## config.mk

```make
export PLATFORM = sky130hd
export DESIGN_NAME = peripheral_dbg_soc_osd_regaccess_router_flat
export DESIGN_NICKNAME = d
export VERILOG_FILES = /design/src/rtl/peripheral_dbg_soc_osd_regaccess_router_if.sv /design/src/rtl/peripheral_dbg_soc_osd_regaccess_router.sv /design/src/flat_wrapper.sv
export SDC_FILE = /design/constraint.sdc
export NUM_CORES = 1
export LEC_CHECK = 0
export CORE_ASPECT_RATIO = 0.8
export CORE_UTILIZATION = 35
export DETAILED_ROUTE_END_ITERATION = 7
export PLACE_DENSITY_LB_ADDON = 0.05
export SYNTH_ARGS = -nofsm -noshare
export SYNTH_HDL_FRONTEND = slang
export SYNTH_SLANG_ARGS = --single-unit
```

## constraint.sdc

```tcl
create_clock -name clk -period 3.4 [get_ports clk]
set_input_delay 0.85 -clock clk [delete_from_list [all_inputs] [get_ports clk]]
set_output_delay 0.85 -clock clk [all_outputs]
set_load 0.05 [all_outputs]
```

## src/rtl/peripheral_dbg_soc_osd_regaccess_router_if.sv

```systemverilog
// ---------------------------------------------------------------------------
// peripheral_dbg_soc_osd_regaccess_router_if
//
// Bundles the two buses around the register-access router:
//   reg_* : request side, driven by the OSD register-access layer
//   slv_* : bank side, fanning out to NSLV local register banks
//
// Modports:
//   slave  : the router's view (receives reg_* requests, drives slv_* requests)
//   master : the environment's view (requester plus banks), mirror of slave
// ---------------------------------------------------------------------------
interface peripheral_dbg_soc_osd_regaccess_router_if #(
    parameter int NSLV         = 2,
    parameter int MAX_REG_SIZE = 16
);
    // Requester side
    logic                         reg_request;
    logic                         reg_write;
    logic [15:0]                  reg_addr;
    logic [1:0]                   reg_size;
    logic [MAX_REG_SIZE-1:0]      reg_wdata;
    logic                         reg_ack;
    logic                         reg_err;
    logic [MAX_REG_SIZE-1:0]      reg_rdata;

    // Bank side
    logic [NSLV-1:0]              slv_request;
    logic                         slv_write;
    logic [15:0]                  slv_addr;
    logic [1:0]                   slv_size;
    logic [MAX_REG_SIZE-1:0]      slv_wdata;
    logic [NSLV-1:0]              slv_ack;
    logic [NSLV-1:0]              slv_err;
    logic [NSLV*MAX_REG_SIZE-1:0] slv_rdata;

    modport slave (
        input  reg_request, reg_write, reg_addr, reg_size, reg_wdata,
        output reg_ack, reg_err, reg_rdata,
        output slv_request, slv_write, slv_addr, slv_size, slv_wdata,
        input  slv_ack, slv_err, slv_rdata
    );

    modport master (
        output reg_request, reg_write, reg_addr, reg_size, reg_wdata,
        input  reg_ack, reg_err, reg_rdata,
        input  slv_request, slv_write, slv_addr, slv_size, slv_wdata,
        output slv_ack, slv_err, slv_rdata
    );
endinterface

```

## src/rtl/peripheral_dbg_soc_osd_regaccess_router.sv

```systemverilog
// ---------------------------------------------------------------------------
// peripheral_dbg_soc_osd_regaccess_router
//
// Routes register requests from an OSD register-access layer to one of NSLV
// local register banks selected by address window, waits for that bank's
// ack/err (optionally bounded by TIMEOUT cycles) and answers the requester
// with a one-cycle reg_ack (with read data) or reg_err. Unmapped addresses,
// oversized accesses and timeouts all end in reg_err so the requester never
// stalls forever.
//
// Ports:
//   clk  : clock
//   rst  : asynchronous active-high reset
//   busy : high whenever the router is not idle
//   bus  : reg_* / slv_* bundle, router side (slave modport)
// ---------------------------------------------------------------------------
module peripheral_dbg_soc_osd_regaccess_router #(
    parameter int                  NSLV         = 2,
    parameter int                  MAX_REG_SIZE = 16,
    parameter logic [NSLV*16-1:0]  SLV_BASE     = 32'h0400_0200,
    parameter logic [NSLV*16-1:0]  SLV_MASK     = 32'hFF00_FF00,
    parameter int                  TIMEOUT      = 64
) (
    input  logic clk,
    input  logic rst,
    output logic busy,
    peripheral_dbg_soc_osd_regaccess_router_if.slave bus
);

    localparam int SELW     = (NSLV > 1) ? $clog2(NSLV) : 1;
    localparam int CNTW_RAW = $clog2(TIMEOUT + 1);
    localparam int CNTW     = (CNTW_RAW < 1) ? 1 : CNTW_RAW;
    localparam logic [CNTW-1:0] CNT_MAX = CNTW'(TIMEOUT);

    typedef enum logic [1:0] {
        ST_IDLE = 2'd0,
        ST_WAIT = 2'd1,
        ST_ACK  = 2'd2,
        ST_ERR  = 2'd3
    } state_e;

    state_e                  state_q,       state_d;
    logic [SELW-1:0]         sel_q,         sel_d;
    logic [CNTW-1:0]         cnt_q,         cnt_d;
    logic [NSLV-1:0]         slv_request_q, slv_request_d;
    logic                    slv_write_q,   slv_write_d;
    logic [15:0]             slv_addr_q,    slv_addr_d;
    logic [1:0]              slv_size_q,    slv_size_d;
    logic [MAX_REG_SIZE-1:0] slv_wdata_q,   slv_wdata_d;
    logic [MAX_REG_SIZE-1:0] rdata_q,       rdata_d;

    logic                    hit_s;
    logic [SELW-1:0]         hit_idx_s;
    logic                    size_ok_s;
    logic                    sel_ack_s;
    logic                    sel_err_s;
    logic [MAX_REG_SIZE-1:0] sel_rdata_s;

    // Address window decode; scanning from the top down lets the lowest matching index win.
    always_comb begin
        hit_s     = 1'b0;
        hit_idx_s = '0;
        for (int i = NSLV - 1; i >= 0; i--) begin
            if ((bus.reg_addr & SLV_MASK[16*i +: 16]) == SLV_BASE[16*i +: 16]) begin
                hit_s     = 1'b1;
                hit_idx_s = SELW'(i);
            end else begin
                hit_s     = hit_s;
                hit_idx_s = hit_idx_s;
            end
        end
    end

    // Access size check and selection of the active bank's response lines.
    always_comb begin
        size_ok_s   = ((32'd16 << bus.reg_size) <= 32'(MAX_REG_SIZE));
        sel_ack_s   = bus.slv_ack[sel_q];
        sel_err_s   = bus.slv_err[sel_q];
        sel_rdata_s = bus.slv_rdata[sel_q*MAX_REG_SIZE +: MAX_REG_SIZE];
    end

    // Next-state and datapath update for the request/response FSM.
    always_comb begin
        state_d       = state_q;
        sel_d         = sel_q;
        cnt_d         = cnt_q;
        slv_request_d = slv_request_q;
        slv_write_d   = slv_write_q;
        slv_addr_d    = slv_addr_q;
        slv_size_d    = slv_size_q;
        slv_wdata_d   = slv_wdata_q;
        rdata_d       = rdata_q;

        case (state_q)
            ST_IDLE: begin
                if (bus.reg_request) begin
                    if (!size_ok_s) begin
                        state_d = ST_ERR;
                    end else if (!hit_s) begin
                        state_d = ST_ERR;
                    end else begin
                        sel_d                    = hit_idx_s;
                        slv_request_d            = '0;
                        slv_request_d[hit_idx_s] = 1'b1;
                        slv_write_d              = bus.reg_write;
                        slv_addr_d               = bus.reg_addr;
                        slv_size_d               = bus.reg_size;
                        slv_wdata_d              = bus.reg_wdata;
                        cnt_d                    = '0;
                        state_d                  = ST_WAIT;
                    end
                end else begin
                    state_d = ST_IDLE;
                end
            end

            ST_WAIT: begin
                // Error wins over a simultaneous ack from the same bank.
                if (sel_err_s) begin
                    slv_request_d = '0;
                    state_d       = ST_ERR;
                end else if (sel_ack_s) begin
                    slv_request_d = '0;
                    rdata_d       = sel_rdata_s;
                    state_d       = ST_ACK;
                // The edge that finds the counter at TIMEOUT gives up, which puts
                // reg_err TIMEOUT+1 cycles after slv_request rose.
                end else if ((TIMEOUT > 0) && (cnt_q == CNT_MAX)) begin
                    slv_request_d = '0;
                    state_d       = ST_ERR;
                end else begin
                    if (cnt_q != CNT_MAX) begin
                        cnt_d = cnt_q + CNTW'(1);
                    end else begin
                        cnt_d = cnt_q;
                    end
                end
            end

            ST_ACK: begin
                state_d = ST_IDLE;
            end

            ST_ERR: begin
                state_d = ST_IDLE;
            end

            default: begin
                slv_request_d = '0;
                state_d       = ST_IDLE;
            end
        endcase
    end

    // State and datapath registers; reset aborts any transaction immediately.
    always_ff @(posedge clk or posedge rst) begin
        if (rst) begin
            state_q       <= ST_IDLE;
            sel_q         <= '0;
            cnt_q         <= '0;
            slv_request_q <= '0;
            slv_write_q   <= 1'b0;
            slv_addr_q    <= 16'h0000;
            slv_size_q    <= 2'b00;
            slv_wdata_q   <= '0;
            rdata_q       <= '0;
        end else begin
            state_q       <= state_d;
            sel_q         <= sel_d;
            cnt_q         <= cnt_d;
            slv_request_q <= slv_request_d;
            slv_write_q   <= slv_write_d;
            slv_addr_q    <= slv_addr_d;
            slv_size_q    <= slv_size_d;
            slv_wdata_q   <= slv_wdata_d;
            rdata_q       <= rdata_d;
        end
    end

    // Every output comes straight from a flop (state or datapath register).
    assign bus.reg_ack     = (state_q == ST_ACK);
    assign bus.reg_err     = (state_q == ST_ERR);
    assign bus.reg_rdata   = rdata_q;
    assign bus.slv_request = slv_request_q;
    assign bus.slv_write   = slv_write_q;
    assign bus.slv_addr    = slv_addr_q;
    assign bus.slv_size    = slv_size_q;
    assign bus.slv_wdata   = slv_wdata_q;
    assign busy            = (state_q != ST_IDLE);

endmodule

```

## src/flat_wrapper.sv

```systemverilog
// flat-port wrapper written by rule: the top's interface ports become plain ports
module peripheral_dbg_soc_osd_regaccess_router_flat 
#(
    parameter int                  NSLV         = 2,
    parameter int                  MAX_REG_SIZE = 16,
    parameter logic [NSLV*16-1:0]  SLV_BASE     = 32'h0400_0200,
    parameter logic [NSLV*16-1:0]  SLV_MASK     = 32'hFF00_FF00,
    parameter int                  TIMEOUT      = 64
)
  (clk, rst, busy, bus_reg_request, bus_reg_write, bus_reg_addr, bus_reg_size, bus_reg_wdata, bus_reg_ack, bus_reg_err, bus_reg_rdata, bus_slv_request, bus_slv_write, bus_slv_addr, bus_slv_size, bus_slv_wdata, bus_slv_ack, bus_slv_err, bus_slv_rdata);
  peripheral_dbg_soc_osd_regaccess_router_if #(.NSLV(NSLV), .MAX_REG_SIZE(MAX_REG_SIZE)) bus_i ();
  input  logic clk;
  input  logic rst;
  output logic busy;
  input wire logic [$bits(bus_i.reg_request)-1:0] bus_reg_request;
  input wire logic [$bits(bus_i.reg_write)-1:0] bus_reg_write;
  input wire logic [$bits(bus_i.reg_addr)-1:0] bus_reg_addr;
  input wire logic [$bits(bus_i.reg_size)-1:0] bus_reg_size;
  input wire logic [$bits(bus_i.reg_wdata)-1:0] bus_reg_wdata;
  output wire logic [$bits(bus_i.reg_ack)-1:0] bus_reg_ack;
  output wire logic [$bits(bus_i.reg_err)-1:0] bus_reg_err;
  output wire logic [$bits(bus_i.reg_rdata)-1:0] bus_reg_rdata;
  output wire logic [$bits(bus_i.slv_request)-1:0] bus_slv_request;
  output wire logic [$bits(bus_i.slv_write)-1:0] bus_slv_write;
  output wire logic [$bits(bus_i.slv_addr)-1:0] bus_slv_addr;
  output wire logic [$bits(bus_i.slv_size)-1:0] bus_slv_size;
  output wire logic [$bits(bus_i.slv_wdata)-1:0] bus_slv_wdata;
  input wire logic [$bits(bus_i.slv_ack)-1:0] bus_slv_ack;
  input wire logic [$bits(bus_i.slv_err)-1:0] bus_slv_err;
  input wire logic [$bits(bus_i.slv_rdata)-1:0] bus_slv_rdata;
  assign bus_i.reg_request = bus_reg_request;
  assign bus_i.reg_write = bus_reg_write;
  assign bus_i.reg_addr = bus_reg_addr;
  assign bus_i.reg_size = bus_reg_size;
  assign bus_i.reg_wdata = bus_reg_wdata;
  assign bus_reg_ack = bus_i.reg_ack;
  assign bus_reg_err = bus_i.reg_err;
  assign bus_reg_rdata = bus_i.reg_rdata;
  assign bus_slv_request = bus_i.slv_request;
  assign bus_slv_write = bus_i.slv_write;
  assign bus_slv_addr = bus_i.slv_addr;
  assign bus_slv_size = bus_i.slv_size;
  assign bus_slv_wdata = bus_i.slv_wdata;
  assign bus_i.slv_ack = bus_slv_ack;
  assign bus_i.slv_err = bus_slv_err;
  assign bus_i.slv_rdata = bus_slv_rdata;
  peripheral_dbg_soc_osd_regaccess_router #(.NSLV(NSLV), .MAX_REG_SIZE(MAX_REG_SIZE), .SLV_BASE(SLV_BASE), .SLV_MASK(SLV_MASK), .TIMEOUT(TIMEOUT)) u_core (.clk(clk), .rst(rst), .busy(busy), .bus(bus_i));
endmodule
```

==> reports/results.txt <==
Status: finished, final reports clean
Syn_area_per_cell: 12.2 um^2
Vias in the first global route: 2,114
Gpl congestion: 0.769
Detail Route Antenna Nets: 0
Dominant cell type by area after synthesis: dfrtp_1
Drt drc: 0
CTS sink cnt: 63
PortBufs: 129
Flops & latches, synth: 63
CTS-repair resized insts: 0
Hold_buf cts: 0
Post-Synthesis Cells: 232
# H-tree levels: 3
WS Path Type: register to output pin
CP Capture Type: output pin
Die X: 102 um
Unrepaired setup endpoints after global routing: false
Fin Clk Skew: 8.46 ps
Pre-antenna DRT Iters: 4
Critical path required time: 2550 ps
Crit path max fanout: 9
Worst reg2reg path startpoint: u_core.sel_q
Share of layout cells above drive strength 1: 13.7%
Most common cell in the netlist: dfrtp_1
Dpl cell area: 4230 um^2
Global Route Usage Sum: 16.2%
Max Root-Sink Buffers: 2
N_diodes: 0
Tmin final: 2680 ps
Type of the most critical hold path: register to register
Final WL: 6300 um
Static leakage: 0.00201 uW
Max Cap Violations: 0
Top post-synthesis cells by count: dfrtp_1 (63), nand2_1 (25), o21ai_0 (25)
Final Max Tran Viols: 0
Worst-Margin Slew: 591 ps
Cell Area, Synth: 2820 um^2
Via Count: 2,145
Hold_sp: u_core.bus.reg_rdata[6]
Starting Density: 37.1%
Syn Nets: 308
Nets: 442
Top Ports: 130
Most used DFF post-synth: dfrtp_1
Pin count of the biggest net entering global routing: 64
Startpoint types: register
Antenna violations before repair: 0
Max Fclk: 373 MHz
CTS Buf Count: 9
VDD IR-drop max: 409 uV
Final Hold Vio Count: 0
TNS Setup: 0 ps
Cell area after layout: 4420 um^2
CP arrival: 1830 ps
Clk root buf: clkbuf_8
Ys async rst share: 100%
Post-synth top area share: 55.9%
Vias/cell: 4.51
Seq/Total Area, Yosys: 55.9%
Core Region: 7600 um^2
First-pass GRT wire length: 10,300 um
Fillers: 659
Area contributors post-synth: dfrtp_1 (56%), mux2_4 (13%), mux2i_1 (5.7%)
Post-CTS Setup Inserts: 0
Initial drt markers: 135
Insertion delay to the later sink of the worst-skew pair: 330 ps
Final setup vio count: 0
Period utilisation layout: 78.9%
CP startpoint: u_core.state_q[1]
Die Y-Extent: 82.3 um
Pwr/cell area: 603 nW/um^2
Clock slew at reported path FFs: 70 ps
Layout area overhead: 56.7%
Routed wire per std cell: 13.2 um
Unique masters post-synth: 30
Worst relative slew slack: 60.1%
Area of the die: 8420 um^2
# rows: 28
Yosys warning total: 0
EDFF count, synth: 0
Grt ovf: 0
CTS tree: yes
Dpl hpwl: 4600 um
state kept, by name, indices dropped and copies added, names as in the netlist:
signal / flops
u_core.bus.reg_rdata: 16
u_core.bus.slv_addr: 16
u_core.bus.slv_request: 2
u_core.bus.slv_size: 2
u_core.bus.slv_wdata: 16
u_core.bus.slv_write: 1
u_core.cnt_q: 7
u_core.sel_q: 1
u_core.state_q: 2
metrics by stage:
stage | hold slack (ps) | power, uW | worst slack [ps] | utilization, % | cells
after global placement | 462 | 2060 | 475 | 55.6 | 460
final | 478 | 2660 | 717 | 58.1 | 476
after global routing | 494 | 2810 | 652 | 58.1 | 476
after CTS | 484 | 2700 | 695 | 58.1 | 476
after detailed placement | 469 | 2060 | 453 | 55.6 | 460
after floorplan | 502 | 1640 | 980 | - | 232
path summary, 6_finish.rpt:
path / end / slack (ps) / cells after the start
setup / recovery: busy / 720 / 2
min in group asynchronous: u_core.bus.slv_addr[2] / 900 / 3
max in group asynchronous: u_core.bus.slv_addr[14] / 2220 / 3
hold / removal: u_core.bus.reg_rdata[6] / 480 / 2
hold reg to reg: u_core.bus.reg_rdata[6] / 480 / 2
setup reg to reg: u_core.cnt_q[4] / 1490 / 5
cell usage in the layout, fill, tap and decap left out, types with 2 or more instances in the layout:
cell,synthesis,routed
nor2_1,11,11
and2_1,11,11
or2_2,3,3
ha_1,2,2
buf_12,0,2
a21oi_1,4,4
dfrtp_1,63,63
nor2b_1,4,4
clkbuf_8,0,9
nand2_1,25,25
a22oi_1,2,2
a21o_1,2,2
inv_1,7,6
mux2i_1,16,16
xnor2_1,2,2
nand3_1,6,6
nor3_1,5,5
buf_4,0,2
clkdlybuf4s50_1,0,129
mux2_4,24,24
clkinv_2,0,3
o21ai_0,25,25
logic make-up after synthesis:
kind of cell | Yosys count | synth area share (%)
AND/OR/NAND/NOR | 70 | 12.7
multiplexers | 41 | 18.9
adder cells (fa/ha/maj) | 2 | 0.888
flip-flops | 63 | 55.9
AO/OA/AOI/OAI | 36 | 7.23
XOR/XNOR | 3 | 0.932
buffers and inverters | 17 | 3.42
routing by layer:
layer	global-route usage [%]	wire length, um	share of wire, %
met5	0	0	0
met4	6.14	99	1.6
met3	5.22	535	8.5
met2	25.2	2660	42
met1	21.3	3000	48
critical path, cell delays in order, from the launching register on:
cell and delay, ps:
dfrtp_1 460, or2_2 330, clkdlybuf4s50_1 710
power breakdown:
part / switching [uW] / internal (uW)
Combinational: 665 / 390
Sequential: 99.1 / 887
Clock: 286 / 336
area by class of cell:
type | instances | area, um^2 | area share (%)
tap | 105 | 131 | 2.97
timing repair buffer | 133 | 1350 | 30.5
clock inverter | 6 | 61.3 | 1.39
clock buffer | 10 | 128 | 2.89
multi-input combinational | 152 | 1150 | 26.0
sequential | 63 | 1580 | 35.7
inverter | 7 | 26.3 | 0.595
No activity file was read; power rests on OpenSTA's default activity.
